$ cat config.mk
export PLATFORM = sky130hd
export DESIGN_NAME = param_accum_cpu
export DESIGN_NICKNAME = d
export VERILOG_FILES = /design/src/rtl/param_accum_cpu.sv
export SDC_FILE = /design/constraint.sdc
export NUM_CORES = 1
export LEC_CHECK = 0
export BUFFER_PORTS_ARGS = -buffer_cell sky130_fd_sc_hd__buf_2
export CORE_ASPECT_RATIO = 1.5
export CORE_MARGIN = 4
export CORE_UTILIZATION = 41
export CTS_CLUSTER_SIZE = 12
export DETAILED_ROUTE_END_ITERATION = 10
export PLACE_DENSITY = 0.53
export SLEW_MARGIN = 20
export SYNTH_ARGS = -nofsm -noshare
export SYNTH_HDL_FRONTEND = slang
export SYNTH_SLANG_ARGS = --single-unit
$ cat constraint.sdc
create_clock -name clock -period 6.26 [get_ports clock]
set_input_delay 1.565 -clock clock [delete_from_list [all_inputs] [get_ports clock]]
set_output_delay 1.565 -clock clock [all_outputs]
set_load 0.02 [all_outputs]
$ cat src/rtl/param_accum_cpu.sv
// param_accum_cpu: parametrised accumulator CPU with serially loaded program and data memories.
// Mode 0 loads program nibbles and mode 1 loads data words, both at pc with pc post-increment.
// Mode 2 sets pc and clears halted. Mode 3 runs one instruction per clock.
// Optional feature macro: CPU_MUL_EN. When it is defined, opcode 3 is a combinational multiply.
// When it is undefined, opcode 3 behaves as a NOP.
// Write strobe semantics: wr_valid is sampled on each rising edge in the three load modes.
// A write happens exactly on an edge where wr_valid=1. There is no ready; the core always accepts.
// In RUN mode, wr_valid is ignored.
module param_accum_cpu #(
  parameter int DATA_W = 8,
  parameter int ADDR_W = 4
) (
  input  logic              clock,
  input  logic              reset,
  input  logic [1:0]        mode,
  input  logic              wr_valid,
  input  logic [DATA_W-1:0] wr_data,
  input  logic              ext_cond,
  output logic [ADDR_W-1:0] pc,
  output logic [DATA_W-1:0] acc,
  output logic              zero,
  output logic              carry,
  output logic              halted
);

  localparam int DEPTH = 1 << ADDR_W;
  localparam int SH_W  = $clog2(DATA_W);

  typedef enum logic [1:0] {
    MODE_LOADPROG = 2'd0,
    MODE_LOADDATA = 2'd1,
    MODE_SETPC    = 2'd2,
    MODE_RUN      = 2'd3
  } mode_e;

  typedef enum logic [3:0] {
    OP_LOAD  = 4'd0,  OP_STORE = 4'd1,  OP_ADD  = 4'd2,  OP_MUL  = 4'd3,
    OP_SUB   = 4'd4,  OP_SHL   = 4'd5,  OP_SHR  = 4'd6,  OP_JMPX = 4'd7,
    OP_JZ    = 4'd8,  OP_AND   = 4'd9,  OP_OR   = 4'd10, OP_XOR  = 4'd11,
    OP_EQ    = 4'd12, OP_NOT   = 4'd13, OP_NOP  = 4'd14, OP_HALT = 4'd15
  } op_e;

  // Architectural state
  logic [3:0]        prog_q [DEPTH];
  logic [DATA_W-1:0] data_q [DEPTH];
  logic [ADDR_W-1:0] pc_q, pc_d;
  logic [DATA_W-1:0] acc_q, acc_d;
  logic              z_q, z_d;
  logic              c_q, c_d;
  logic              halted_q, halted_d;

  // Memory write controls
  logic              prog_we;
  logic              data_we;
  logic [ADDR_W-1:0] data_waddr;
  logic [DATA_W-1:0] data_wdata;
  logic              upd_z;

  // Datapath terms
  op_e               op;
  logic [DATA_W-1:0] d_w;
  logic [ADDR_W-1:0] pc_inc;
  logic [DATA_W:0]   sum_w;
  logic [DATA_W-1:0] diff_w;
  logic [SH_W-1:0]   sh_amt;
  logic [DATA_W:0]   shl_w;
  logic [DATA_W:0]   shr_w;

  assign op     = op_e'(prog_q[pc_q]);
  assign d_w    = data_q[pc_q];
  assign pc_inc = pc_q + ADDR_W'(1);
  assign sum_w  = {1'b0, acc_q} + {1'b0, d_w};
  assign diff_w = acc_q - d_w;
  // The shift distance is clamped to DATA_W-1, so the last bit shifted out always comes from acc.
  assign sh_amt = (d_w > DATA_W'(DATA_W - 1)) ? SH_W'(DATA_W - 1) : d_w[SH_W-1:0];
  // The extra bit on each side catches the last bit shifted out. It is 0 when the shift is 0.
  assign shl_w  = {1'b0, acc_q} << sh_amt;
  assign shr_w  = {acc_q, 1'b0} >> sh_amt;

`ifdef CPU_MUL_EN
  logic [2*DATA_W-1:0] prod_w;
  assign prod_w = {{DATA_W{1'b0}}, acc_q} * {{DATA_W{1'b0}}, d_w};
`endif

  assign pc     = pc_q;
  assign acc    = acc_q;
  assign zero   = z_q;
  assign carry  = c_q;
  assign halted = halted_q;

  // Next-state selection for load modes and single-cycle instruction execution
  always_comb begin
    pc_d       = pc_q;
    acc_d      = acc_q;
    z_d        = z_q;
    c_d        = c_q;
    halted_d   = halted_q;
    prog_we    = 1'b0;
    data_we    = 1'b0;
    data_waddr = pc_q;
    data_wdata = wr_data;
    upd_z      = 1'b0;
    case (mode_e'(mode))
      MODE_LOADPROG: begin
        if (wr_valid) begin
          prog_we = 1'b1;
          pc_d    = pc_inc;
        end
      end
      MODE_LOADDATA: begin
        if (wr_valid) begin
          data_we = 1'b1;
          pc_d    = pc_inc;
        end
      end
      MODE_SETPC: begin
        if (wr_valid) begin
          pc_d     = wr_data[ADDR_W-1:0];
          halted_d = 1'b0;
        end
      end
      MODE_RUN: begin
        if (!halted_q) begin
          pc_d = pc_inc;
          case (op)
            OP_LOAD:  begin acc_d = d_w; upd_z = 1'b1; end
            OP_STORE: begin
              data_we    = 1'b1;
              data_waddr = d_w[ADDR_W-1:0];
              data_wdata = acc_q;
            end
            OP_ADD:   begin {c_d, acc_d} = sum_w; upd_z = 1'b1; end
            OP_MUL: begin
`ifdef CPU_MUL_EN
              acc_d = prod_w[DATA_W-1:0];
              c_d   = |prod_w[2*DATA_W-1:DATA_W];
              upd_z = 1'b1;
`endif
            end
            OP_SUB:   begin acc_d = diff_w; c_d = (acc_q < d_w); upd_z = 1'b1; end
            OP_SHL:   begin acc_d = shl_w[DATA_W-1:0]; c_d = shl_w[DATA_W]; upd_z = 1'b1; end
            OP_SHR:   begin acc_d = shr_w[DATA_W:1]; c_d = shr_w[0]; upd_z = 1'b1; end
            OP_JMPX:  if (ext_cond) pc_d = d_w[ADDR_W-1:0];
            OP_JZ:    if (z_q) pc_d = d_w[ADDR_W-1:0];
            OP_AND:   begin acc_d = acc_q & d_w; upd_z = 1'b1; end
            OP_OR:    begin acc_d = acc_q | d_w; upd_z = 1'b1; end
            OP_XOR:   begin acc_d = acc_q ^ d_w; upd_z = 1'b1; end
            OP_EQ:    begin acc_d = {{(DATA_W-1){1'b0}}, (acc_q == d_w)}; upd_z = 1'b1; end
            OP_NOT:   begin acc_d = ~acc_q; upd_z = 1'b1; end
            OP_NOP:   ;
            OP_HALT:  begin halted_d = 1'b1; pc_d = pc_q; end
            default:  ;
          endcase
          if (upd_z) z_d = (acc_d == '0);
        end
      end
      default: ;
    endcase
  end

  // Register and memory update. Reset clears the registers and both memories.
  always_ff @(posedge clock or negedge reset) begin
    if (!reset) begin
      pc_q     <= '0;
      acc_q    <= '0;
      z_q      <= 1'b0;
      c_q      <= 1'b0;
      halted_q <= 1'b0;
      for (int i = 0; i < DEPTH; i++) begin
        prog_q[i] <= '0;
        data_q[i] <= '0;
      end
    end else begin
      pc_q     <= pc_d;
      acc_q    <= acc_d;
      z_q      <= z_d;
      c_q      <= c_d;
      halted_q <= halted_d;
      if (prog_we) prog_q[pc_q] <= wr_data[3:0];
      if (data_we) data_q[data_waddr] <= data_wdata;
    end
  end

endmodule

==> results.py <==
metrics = {
    "synthesis": {
        "syn-cell-area_um2": 11700,
        "yosys_warnings": 0,
        "seq_area_frac_synth_pct": 44.4,
        "synth_flop_cell": "dfrtp_1",
        "avgSynthCellArea_um2": 9.98,
        "yosys_register_bits": 207,
        "yosys-top-cells-area": "dfrtp_1, mux4_2, mux2_2",
        "synthCells": 1169,
        "synth_top_area_share_pct": 44.4,
        "synth_common_cells": "nand2_1, dfrtp_1, o21ai_0, mux2_2",
        "yosysMostFrequentCell": "nand2_1",
        "async_reset_ff_share_pct": 100,
        "ys_types": 74,
        "synth_area_leader_cell": "dfrtp_1",
        "synth_edf_count": 0,
        "syn_nets": 1213,
    },
    "floorplan": {
        "start_util_pct": 41.6,
        "core_um2": 28100,
        "die_x_um": 146,
        "num_rows": 75,
        "die_area_um2": 31300,
        "ios": 29,
        "die_height_um": 215,
    },
    "min_path": {
        "hp-class": "flop to flop",
        "whs_endpoint": "data_q[110]",
        "hold_path.startpoint": "data_q[110]",
        "min_path_cells": 2,
    },
    "routing": {
        "drtAntennaViolNets": 0,
        "drc": 0,
        "dr.pass1.iters": 5,
        "drt-wirelength-per-cell_um": 23.3,
        "num_vias": 8976,
        "initialDrtViolationCount": 630,
        "vias_per_cell": 5.92,
        "wl_mm": 35.2,
    },
    "run": {
        "cap_violations": 0,
    },
    "critical_path": {
        "path_max_fanout": 20,
        "r2r_start": "pc[2]",
        "reg2reg_to": "zero",
        "start_kind": "flop",
        "arrival_ns": 5.65,
        "ff2ff_setup_slack_ns": 1.04,
        "worstRegToRegCells": 15,
        "crit_type": "flop to flop",
        "crit_path_end_kind": "flop",
        "cp.required_ns": 6.69,
    },
    "power": {
        "p_sw_uw": 3760,
        "power.density_nw_per_um2": 628,
        "seqPwrFrac_pct": 28.6,
        "p_int_uw": 4250,
        "p_leak_uw": 0.00563,
        "vdd_drop_max_mv": 0.199,
        "swShare_pct": 46.9,
        "clkPwrFrac_pct": 15.8,
        "p_comb_share_pct": 55.6,
    },
    "sta": {
        "fin_worst_skew_ns": 0.0174,
        "setup_violations": 0,
        "worstMarginPinSlew_ns": 0.823,
        "drv_slew": 0,
        "hold_viol": 0,
        "setup-tns-final_ns": 0,
        "fin_crit_ns": 5.22,
        "clock.fmax_ghz": 0.192,
        "finalCritPeriodShare_pct": 83.4,
        "max_slew_margin_pct": 45.0,
        "holdWs_ns": 0.475,
        "rsz0062_at_grt": "no",
    },
    "placement": {
        "place_congestion": 0.989,
        "io_buffers": 28,
        "dp_cells": 1475,
        "dp_hpwl_mm": 25.3,
    },
    "cells_and_area": {
        "layout.nets": 1199,
        "drive_gt1_share_pct": 19.0,
        "antenna_cells": 0,
        "final_util_pct": 45.5,
        "stdcell_count": 1515,
        "area_growth_pct": 9.34,
    },
    "global_routing": {
        "grt_max_degree": 191,
        "antenna_found_initial": 0,
        "grt_first_pass_wirelength_mm": 55.6,
        "grtUsageTotal_pct": 22.7,
        "grt_pass1_vias": 9280,
        "grt-ovfl-total": 0,
    },
    "cts": {
        "cts-resized-gates": 0,
        "root_buffer": "clkbuf_16",
        "h-tree-depth": 1,
        "cts-hold-fix-buffers": 0,
        "clkLatencyLatePin_ns": 0.53,
        "postCtsSetupBuffers": 0,
        "clock_sinks": 207,
        "path_clk_slew_ns": 0.06,
        "cts_tree": "built",
        "cts_buffers": 23,
        "cts_buffer_depth": 3,
    },
    "status": {
        "status": "completed",
    },
}
[logic make-up after synthesis]
family	share of synthesized area, %
DFF	44.4
buffers and inverters	4.61
xor gates and xnor gates	0.525
and+or+nand+nor	13.7
adders and majority gates	3.35
muxes	17.4
AOI/OAI and AO/OA	16.0
[layout by cell type, fill, tap and decap left out, types with 4 or more instances in the layout]
master     Yosys  layout
a32oi_1        5       5
buf_2         25      27
or3_1         22      22
a21oi_1       49      49
o22ai_1       10      10
nand3_1       14      14
o21ai_1       18      18
nor3_1         9       9
nor2_1        57      57
mux4_2        49      49
clkbuf_1      57       9
a31oi_1        6       6
and2_1         6       6
clkbuf_8       0       4
a211oi_1       6       6
clkbuf_16      0      23
inv_2          4       4
inv_1         25      25
dfrtp_1      207     205
o21ai_0      142     142
buf_4          3      25
o31ai_1        5       5
nand2_1      208     208
o211ai_1       7       7
ha_1          28      28
a22o_1         5       5
a22oi_1       12      12
and4_1         4       4
o21a_1         5       5
mux2_2        70      70
nand2b_1       6       6
mux2i_1       14      14
nand4_1        8       8
xnor2_1        7       7
[flip-flops by register name (all words and copies together) (netlist names)]
name / count
zero: 1
halted: 1
acc: 8
carry: 1
data_q: 128
prog_q: 64
pc: 4
[layer usage]
layer | share of wire (%) | vias up | track usage, %
li1 | - | 4186 | -
met5 | 0 | - | 0
met3 | 4.9 | 100 | 3.09
met4 | 5.5 | 0 | 11.5
met1 | 39 | 4412 | 27.8
met2 | 50 | 278 | 39.0
[area by class of cell]
class / instances / area [µm²]
fillers: 2725 / 15300
clock inverters: 4 / 42.5
multi-input cells: 838 / 5950
repair buffers: 55 / 384
inverters: 30 / 113
flip-flops and latches: 207 / 5180
well taps: 346 / 433
clock buffers: 35 / 651
[power by group through the flow]
stage	Sequential (µW)	Combinational, µW	Clock (µW)
2_1_floorplan	2140	3180	0
3_3_place_gp	2300	4440	0
3_5_place_dp	2320	4390	0
4_1_cts	2290	4400	1310
5_1_grt	2360	4830	1360
6_report	2290	4450	1270
[worst max-delay path by stage]
| stage | startpoint | endpoint | slack, ns | cells after the start |
|---|---|---|---|---|
| 6_report | pc[2] | zero | 1.04 | 15 |
| 5_1_grt | pc[0] | zero | 0.71 | 15 |
| 4_1_cts | pc[0] | zero | 1.10 | 16 |
| 3_5_place_dp | pc[0] | zero | 1.15 | 16 |
| 3_3_place_gp | pc[0] | zero | 1.05 | 16 |
| 2_1_floorplan | pc[1] | zero | 1.33 | 19 |
[critical path, cell delays in order (launching register included)]
cell	delay, ns
dfrtp_1	0.87
mux4_2	0.41
mux2_2	0.28
a21oi_2	0.53
inv_2	0.07
buf_4	0.22
ha_1	0.24
a21o_1	0.18
a21oi_1	0.31
o21bai_1	0.19
a2111oi_0	0.41
or3_1	0.20
o311ai_0	0.10
or4_1	0.45
or4_1	0.43
o31ai_2	0.21
[metrics by stage]
step	power [µW]	cell area [µm²]	worst slack [ns]
after floorplan	5320	11700	1.33
after global placement	6740	12000	1.05
after detailed placement	6700	12000	1.15
after CTS	8000	12700	1.10
after global routing	8550	12800	0.710
final	8020	12800	1.04
(Power assumes the default switching activity.)
